==> src/rtl/matmul_pkg.sv <==
// Shared definitions for the matmul sequencer: default geometry and FSM state encoding.
package matmul_pkg;

  localparam int unsigned DEF_ELEM_W = 7;
  localparam int unsigned DEF_N      = 3;
  localparam int unsigned DEF_NELEM  = DEF_N * DEF_N;

  typedef enum logic [2:0] {
    ST_LOAD,
    ST_LAUNCH,
    ST_WAIT_BUSY,
    ST_WAIT_DONE,
    ST_SETTLE,
    ST_DRAIN
  } state_e;

endpackage

==> src/rtl/matmul_sequencer_if.sv <==
// Bundle of the sequencer's stream and engine signals.
//   input stream : i_in_valid, i_in_data -> o_in_ready
//   engine side  : o_mm_trigger, o_mm_a, o_mm_b, i_mm_ready, i_mm_result
//   result stream: o_out_valid, o_out_data, o_out_last <- i_out_ready
//   status       : o_busy
// Matrices are packed row-major, element i at [i*ELEM_W +: ELEM_W].
interface matmul_sequencer_if
  import matmul_pkg::*;
#(
  parameter int unsigned ELEM_W = DEF_ELEM_W,
  parameter int unsigned N      = DEF_N
);
  localparam int unsigned NELEM = N * N;
  localparam int unsigned MAT_W = NELEM * ELEM_W;

  logic              i_in_valid;
  logic [ELEM_W-1:0] i_in_data;
  logic              o_in_ready;
  logic              o_mm_trigger;
  logic [MAT_W-1:0]  o_mm_a;
  logic [MAT_W-1:0]  o_mm_b;
  logic              i_mm_ready;
  logic [MAT_W-1:0]  i_mm_result;
  logic              o_out_valid;
  logic [ELEM_W-1:0] o_out_data;
  logic              o_out_last;
  logic              i_out_ready;
  logic              o_busy;

  // Sequencer view.
  modport slave (
    input  i_in_valid, i_in_data, i_mm_ready, i_mm_result, i_out_ready,
    output o_in_ready, o_mm_trigger, o_mm_a, o_mm_b,
           o_out_valid, o_out_data, o_out_last, o_busy
  );

  // Environment view (upstream source, engine, downstream sink).
  modport master (
    output i_in_valid, i_in_data, i_mm_ready, i_mm_result, i_out_ready,
    input  o_in_ready, o_mm_trigger, o_mm_a, o_mm_b,
           o_out_valid, o_out_data, o_out_last, o_busy
  );

endinterface

==> src/rtl/matmul_sequencer.sv <==
// Collects an A then B matrix from an element stream, launches an external
// matmul engine, waits for completion and streams the result back out.
// Ports:
//   i_clk   - clock, rising edge
//   i_rst_n - asynchronous active-low reset
//   bus     - matmul_sequencer_if.slave (input stream, engine, result stream, busy)
module matmul_sequencer
  import matmul_pkg::*;
#(
  parameter int unsigned ELEM_W = DEF_ELEM_W,
  parameter int unsigned N      = DEF_N
) (
  input  logic               i_clk,
  input  logic               i_rst_n,
  matmul_sequencer_if.slave  bus
);

  localparam int unsigned NELEM = N * N;
  localparam int unsigned MAT_W = NELEM * ELEM_W;
  localparam int unsigned KW    = $clog2(2 * NELEM + 1);
  localparam int unsigned JW    = $clog2(NELEM + 1);
  localparam int unsigned CW    = 2;

  localparam logic [KW-1:0] K_LAST = KW'(2 * NELEM - 1);
  localparam logic [JW-1:0] J_LAST = JW'(NELEM - 1);
  localparam logic [CW-1:0] C_LAST = CW'(3);

  state_e            state_q, state_d;
  logic [KW-1:0]     k_q, k_d;
  logic [JW-1:0]     j_q, j_d;
  logic [CW-1:0]     cnt_q, cnt_d;
  logic [MAT_W-1:0]  a_q, a_d;
  logic [MAT_W-1:0]  b_q, b_d;
  logic [MAT_W-1:0]  res_q, res_d;
  logic              trig_q, trig_d;
  logic              in_ready_q, in_ready_d;
  logic              busy_q, busy_d;
  logic              out_valid_q, out_valid_d;
  logic [ELEM_W-1:0] out_data_q, out_data_d;
  logic              out_last_q, out_last_d;

  // Next-state and next-output logic; outputs are decoded from the next state.
  always_comb begin
    state_d    = state_q;
    k_d        = k_q;
    j_d        = j_q;
    cnt_d      = cnt_q;
    a_d        = a_q;
    b_d        = b_q;
    res_d      = res_q;
    trig_d     = 1'b0;
    out_data_d = out_data_q;
    out_last_d = out_last_q;

    case (state_q)
      ST_LOAD: begin
        if (bus.i_in_valid && in_ready_q) begin
          if (k_q < KW'(NELEM)) a_d[32'(k_q) * ELEM_W +: ELEM_W] = bus.i_in_data;
          else                  b_d[(32'(k_q) - NELEM) * ELEM_W +: ELEM_W] = bus.i_in_data;
          if (k_q == K_LAST) begin
            k_d     = '0;
            state_d = ST_LAUNCH;
          end else begin
            k_d = k_q + KW'(1);
          end
        end
      end
      ST_LAUNCH: begin
        if (bus.i_mm_ready) begin
          trig_d  = 1'b1;
          cnt_d   = '0;
          state_d = ST_WAIT_BUSY;
        end
      end
      // Engine must drop ready to acknowledge; otherwise the trigger was lost, relaunch.
      ST_WAIT_BUSY: begin
        if (!bus.i_mm_ready)     state_d = ST_WAIT_DONE;
        else if (cnt_q == C_LAST) state_d = ST_LAUNCH;
        else                     cnt_d = cnt_q + CW'(1);
      end
      ST_WAIT_DONE: begin
        if (bus.i_mm_ready) state_d = ST_SETTLE;
      end
      ST_SETTLE: begin
        res_d      = bus.i_mm_result;
        j_d        = '0;
        out_data_d = bus.i_mm_result[ELEM_W-1:0];
        out_last_d = (J_LAST == '0);
        state_d    = ST_DRAIN;
      end
      ST_DRAIN: begin
        if (out_valid_q && bus.i_out_ready) begin
          if (j_q == J_LAST) begin
            j_d        = '0;
            out_last_d = 1'b0;
            state_d    = ST_LOAD;
          end else begin
            j_d        = j_q + JW'(1);
            out_data_d = res_q[(32'(j_q) + 1) * ELEM_W +: ELEM_W];
            out_last_d = ((j_q + JW'(1)) == J_LAST);
          end
        end
      end
      default: state_d = ST_LOAD;
    endcase

    in_ready_d  = (state_d == ST_LOAD);
    busy_d      = (state_d != ST_LOAD);
    out_valid_d = (state_d == ST_DRAIN);
  end

  // State and output registers.
  always_ff @(posedge i_clk or negedge i_rst_n) begin
    if (!i_rst_n) begin
      state_q     <= ST_LOAD;
      k_q         <= '0;
      j_q         <= '0;
      cnt_q       <= '0;
      a_q         <= '0;
      b_q         <= '0;
      res_q       <= '0;
      trig_q      <= 1'b0;
      in_ready_q  <= 1'b1;
      busy_q      <= 1'b0;
      out_valid_q <= 1'b0;
      out_data_q  <= '0;
      out_last_q  <= 1'b0;
    end else begin
      state_q     <= state_d;
      k_q         <= k_d;
      j_q         <= j_d;
      cnt_q       <= cnt_d;
      a_q         <= a_d;
      b_q         <= b_d;
      res_q       <= res_d;
      trig_q      <= trig_d;
      in_ready_q  <= in_ready_d;
      busy_q      <= busy_d;
      out_valid_q <= out_valid_d;
      out_data_q  <= out_data_d;
      out_last_q  <= out_last_d;
    end
  end

  assign bus.o_in_ready   = in_ready_q;
  assign bus.o_mm_trigger = trig_q;
  assign bus.o_mm_a       = a_q;
  assign bus.o_mm_b       = b_q;
  assign bus.o_out_valid  = out_valid_q;
  assign bus.o_out_data   = out_data_q;
  assign bus.o_out_last   = out_last_q;
  assign bus.o_busy       = busy_q;

endmodule

==> src/flat_wrapper.sv <==
// flat-port wrapper written by rule: the top's interface ports become plain ports
module matmul_sequencer_flat import matmul_pkg::*;
#(
  parameter int unsigned ELEM_W = DEF_ELEM_W,
  parameter int unsigned N      = DEF_N
)
  (i_clk, i_rst_n, bus_i_in_valid, bus_i_in_data, bus_i_mm_ready, bus_i_mm_result, bus_i_out_ready, bus_o_in_ready, bus_o_mm_trigger, bus_o_mm_a, bus_o_mm_b, bus_o_out_valid, bus_o_out_data, bus_o_out_last, bus_o_busy);
  matmul_sequencer_if #(.ELEM_W(ELEM_W), .N(N)) bus_i ();
  input  logic i_clk;
  input  logic i_rst_n;
  input wire logic [$bits(bus_i.i_in_valid)-1:0] bus_i_in_valid;
  input wire logic [$bits(bus_i.i_in_data)-1:0] bus_i_in_data;
  input wire logic [$bits(bus_i.i_mm_ready)-1:0] bus_i_mm_ready;
  input wire logic [$bits(bus_i.i_mm_result)-1:0] bus_i_mm_result;
  input wire logic [$bits(bus_i.i_out_ready)-1:0] bus_i_out_ready;
  output wire logic [$bits(bus_i.o_in_ready)-1:0] bus_o_in_ready;
  output wire logic [$bits(bus_i.o_mm_trigger)-1:0] bus_o_mm_trigger;
  output wire logic [$bits(bus_i.o_mm_a)-1:0] bus_o_mm_a;
  output wire logic [$bits(bus_i.o_mm_b)-1:0] bus_o_mm_b;
  output wire logic [$bits(bus_i.o_out_valid)-1:0] bus_o_out_valid;
  output wire logic [$bits(bus_i.o_out_data)-1:0] bus_o_out_data;
  output wire logic [$bits(bus_i.o_out_last)-1:0] bus_o_out_last;
  output wire logic [$bits(bus_i.o_busy)-1:0] bus_o_busy;
  assign bus_i.i_in_valid = bus_i_in_valid;
  assign bus_i.i_in_data = bus_i_in_data;
  assign bus_i.i_mm_ready = bus_i_mm_ready;
  assign bus_i.i_mm_result = bus_i_mm_result;
  assign bus_i.i_out_ready = bus_i_out_ready;
  assign bus_o_in_ready = bus_i.o_in_ready;
  assign bus_o_mm_trigger = bus_i.o_mm_trigger;
  assign bus_o_mm_a = bus_i.o_mm_a;
  assign bus_o_mm_b = bus_i.o_mm_b;
  assign bus_o_out_valid = bus_i.o_out_valid;
  assign bus_o_out_data = bus_i.o_out_data;
  assign bus_o_out_last = bus_i.o_out_last;
  assign bus_o_busy = bus_i.o_busy;
  matmul_sequencer #(.ELEM_W(ELEM_W), .N(N)) u_core (.i_clk(i_clk), .i_rst_n(i_rst_n), .bus(bus_i));
endmodule
==> config.mk <==
export PLATFORM = sky130hd
export DESIGN_NAME = matmul_sequencer_flat
export DESIGN_NICKNAME = d
export VERILOG_FILES = /design/src/rtl/matmul_pkg.sv /design/src/rtl/matmul_sequencer_if.sv /design/src/rtl/matmul_sequencer.sv /design/src/flat_wrapper.sv
export SDC_FILE = /design/constraint.sdc
export NUM_CORES = 1
export LEC_CHECK = 0
export CORE_MARGIN = 2
export CORE_UTILIZATION = 50
export DETAILED_ROUTE_END_ITERATION = 12
export MAX_ROUTING_LAYER = met4
export PLACE_DENSITY = 0.82
export SYNTH_ARGS = -nofsm -noshare
export SYNTH_HDL_FRONTEND = slang
export SYNTH_SLANG_ARGS = --single-unit
==> constraint.sdc <==
create_clock -name i_clk -period 7.57 [get_ports i_clk]
set_input_delay 1.514 -clock i_clk [delete_from_list [all_inputs] [get_ports i_clk]]
set_output_delay 1.514 -clock i_clk [all_outputs]
set_load 0.01 [all_outputs]
==> results of run 1 <==
kinds of logic (layout without fill, tap and decap cells):
group,Yosys count,after routing,synth area share [%]
flops,215,215,38.9
compound gates,250,250,12.2
mux,191,191,20.7
fa+ha+maj,37,37,3.62
simple gates,597,597,19.0
xor+xnor,27,27,1.76
buf+inv,121,306,3.78
other cells,0,1,0
sequential cells by signal, indices dropped and copies added (netlist names), 2 cells and up:
name                   count
u_core.res_q              63
u_core.cnt_q               2
u_core.bus.o_mm_b         63
u_core.bus.o_out_data      7
u_core.bus.o_mm_a         63
u_core.state_q             3
u_core.k_q                 5
u_core.j_q                 4
tightest hold or removal path: stages, from the launching register on:
cell and delay, ps:
dfrtp_1 340, nand2_1 40, o21ai_0 60
metrics by stage:
| stage | util, % | cell area, sq um | setup slack (ps) | instances | hold slack (ps) |
|---|---|---|---|---|---|
| after floorplan | - | 13800 | 1250 | 1438 | 473 |
| after global placement | 59.9 | 16200 | 1050 | 1920 | 462 |
| after detailed placement | 59.9 | 16200 | 788 | 1920 | 469 |
| after CTS | 62.6 | 16900 | 717 | 1964 | 483 |
| after global routing | 62.6 | 16900 | 165 | 1965 | 498 |
| final | 62.6 | 16900 | 635 | 1965 | 478 |
layout make-up:
type | count | area [sq um]
Fill cell | 2173 | 10100
Multi-Input combinational cell | 1102 | 7960
Sequential cell | 215 | 5390
Timing Repair Buffer | 237 | 2310
Clock buffer | 32 | 651
Tap cell | 341 | 427
Clock inverter | 12 | 93.8
Inverter | 25 | 93.8
Antenna cell | 1 | 2.50
cell usage after synthesis (5+ instances only):
master | n | area (sq um)
mux2i_1 | 18 | 180
a21oi_1 | 34 | 170
o21ai_0 | 77 | 385
a21o_1 | 7 | 52.6
inv_1 | 23 | 86.3
xor2_1 | 6 | 52.6
nor2_1 | 92 | 345
or3_1 | 10 | 62.6
a2111oi_0 | 14 | 123
a22oi_1 | 6 | 45.0
nor2b_1 | 8 | 50.1
o31ai_1 | 5 | 37.5
nor3_1 | 24 | 120
clkbuf_1 | 63 | 236
xnor2_1 | 20 | 175
and2_1 | 6 | 37.5
ha_1 | 32 | 400
a31oi_1 | 11 | 68.8
nand2_1 | 325 | 1220
nand3_1 | 72 | 360
nor4b_1 | 5 | 43.8
buf_1 | 13 | 48.8
a211oi_1 | 6 | 45.0
and3_1 | 6 | 37.5
nor4_1 | 13 | 81.3
buf_2 | 12 | 60.1
dfrtp_1 | 214 | 5360
mux4_2 | 65 | 1460
o2111ai_1 | 6 | 52.6
a221oi_1 | 7 | 61.3
o211ai_1 | 9 | 67.6
fa_1 | 5 | 100
buf_6 | 7 | 78.8
mux2_2 | 56 | 631
mux2_1 | 52 | 586
nand4_1 | 6 | 37.5
nand2b_1 | 7 | 43.8
o22ai_1 | 21 | 131
worst paths after layout:
path / startpoint / to / slack (ps) / depth (start not counted)
min in group asynchronous: i_rst_n / u_core.bus.o_mm_a[40] / 1010 / 1
max reg2reg: u_core.k_q[0] / u_core.bus.o_mm_b[52] / 630 / 21
min reg2reg: u_core.bus.o_mm_a[53] / u_core.bus.o_mm_a[53] / 480 / 2
max: u_core.k_q[0] / u_core.bus.o_mm_b[52] / 630 / 21
min: u_core.bus.o_mm_a[53] / u_core.bus.o_mm_a[53] / 480 / 2
max in group asynchronous: i_rst_n / u_core.j_q[0] / 5150 / 2
per-layer routing:
metal	vias to the layer above	wire length (um)	GRT usage (%)
met1	6033	16100	36.7
met2	591	20700	49.3
met4	0	1310	9.07
met5	-	0	-
met3	103	2850	3.81
li1	5544	-	-
==> results.py, run 1 <==
metrics = {
    "finish": {
        "mostFrequentLayoutCell": "nand2_1",
        "final_layout_size_suffix_gt1_share_pct": 13.1,
        "nets": 1717,
        "mostFrequentLayoutCells": "nand2_1 (325), dfrtp_1 (213), clkdlybuf4s50_1 (211)",
        "area.growth.synth_to_final_pct": 22.4,
    },
    "global_route": {
        "grt_usage_pct": 29.2,
        "first_global_vias": 12201,
        "antenna_found_initial": 1,
        "grt-ovfl-total": 0,
        "grt_pass1_wl_mm": 65.6,
        "grt_max_degree": 77,
    },
    "synthesis": {
        "syn_nets": 1550,
        "synth_area_per_cell_sq_um": 9.62,
        "synth-seq-area-share_pct": 38.9,
        "ys_types": 78,
        "synth_edf_count": 0,
        "ys_seq_elements": 215,
        "ys_warn_count": 0,
        "ys_async_sr_fraction_pct": 100,
        "synth_area_sq_mm": 0.0138,
        "synth_ff_type": "dfrtp_1",
        "synth_cells": 1438,
    },
    "sta": {
        "skew_ps": 20.7,
        "setup_viol": 0,
        "period_share_pct": 91.6,
        "fin_setup_tns_ps": 0,
        "timing.fmax_ghz": 0.144,
        "worst_pin_slew_ps": 1200,
        "hold_viol": 0,
        "finalCriticalPeriod_ps": 6940,
        "rsz0062_at_grt": "false",
        "maxSlewHeadroom_pct": 19.9,
        "maxSlewViolCount": 0,
    },
    "setup_path": {
        "cpLargestDelayFamily": "simple AND/OR/NAND/NOR gates",
        "critPathRequiredTime_ps": 8000,
        "critPathKind": "reg -> reg",
        "critical-path-slowest-cell": "a2111oi_2",
        "critPathBufInv": 3,
        "path_cells": "inv_1 > ha_1 > xor2_1 > inv_1 > fa_1 > inv_1 > fa_1 > and3_1 > nor3_1 > o22ai_1 > nor2_1 > nand2_1 > ha_1 > nor4_1 > o2111ai_1 > o31ai_1 > a21oi_1 > or3_1 > a2111oi_2 > nand3_1 > mux2_2",
        "end_kind": "flop",
        "path_common_cell": "inv_1",
        "slowest_delay_ps": 820,
        "worstPathArrival_ps": 7360,
        "path_max_fanout": 11,
        "start_kind": "flop",
    },
    "cts": {
        "cts.sinks": 215,
        "cts_root_buf": "clkbuf_16",
        "cts_hold_buf": 0,
        "cts.clk_slew.worst_paths_ps": 60,
        "max-clock-path-buffers": 3,
        "cts_inserted_buffers": 24,
        "clock_latency_ps": 540,
        "cts_tree": "built",
        "cts_setup_buffers": 0,
        "cts_resized": 0,
        "h-tree-depth": 1,
    },
    "drt": {
        "viasPerCell": 6.24,
        "final_antenna_net_count": 0,
        "drc_errors": 0,
        "drt-total-wl_mm": 41.0,
        "drt_iter0_drc": 1398,
        "wl_per_cell_um": 20.8,
        "first_pass_iters": 6,
        "vias": 12271,
    },
    "placement": {
        "gp_congestion": 1.01,
        "io_buffers": 212,
        "dpl.hpwl_mm": 29.5,
    },
    "die": {
        "core_area_sq_mm": 0.0270,
        "start_util_pct": 51.2,
        "dieWidth_um": 170,
        "row_count": 60,
        "dieArea_sq_mm": 0.0290,
        "ios": 213,
        "die_y_um": 170,
    },
    "outcome": {
        "status": "finished clean",
    },
    "hold_path": {
        "hp-class": "reg -> reg",
    },
    "flow_run": {
        "maxCapViolCount": 0,
    },
}
Power of run 1 is left out: the tool's default activity adds up to more than one toggle a clock period on the data nets, which glitch-free logic cannot reach.
==> run 2: changes to the inputs <==
- TNS_END_PERCENT: not set -> 10
==> results of run 2 <==
Final layout, timing and power as in run 1 (identical DEF).
Power of run 2 is left out for the same reason.
==> run 3: changes to the inputs <==
- GPL_ROUTABILITY_DRIVEN: not set -> 1
==> results of run 3 <==
Final layout, timing and power as in run 1 (identical DEF).
Power of run 3 is left out for the same reason.
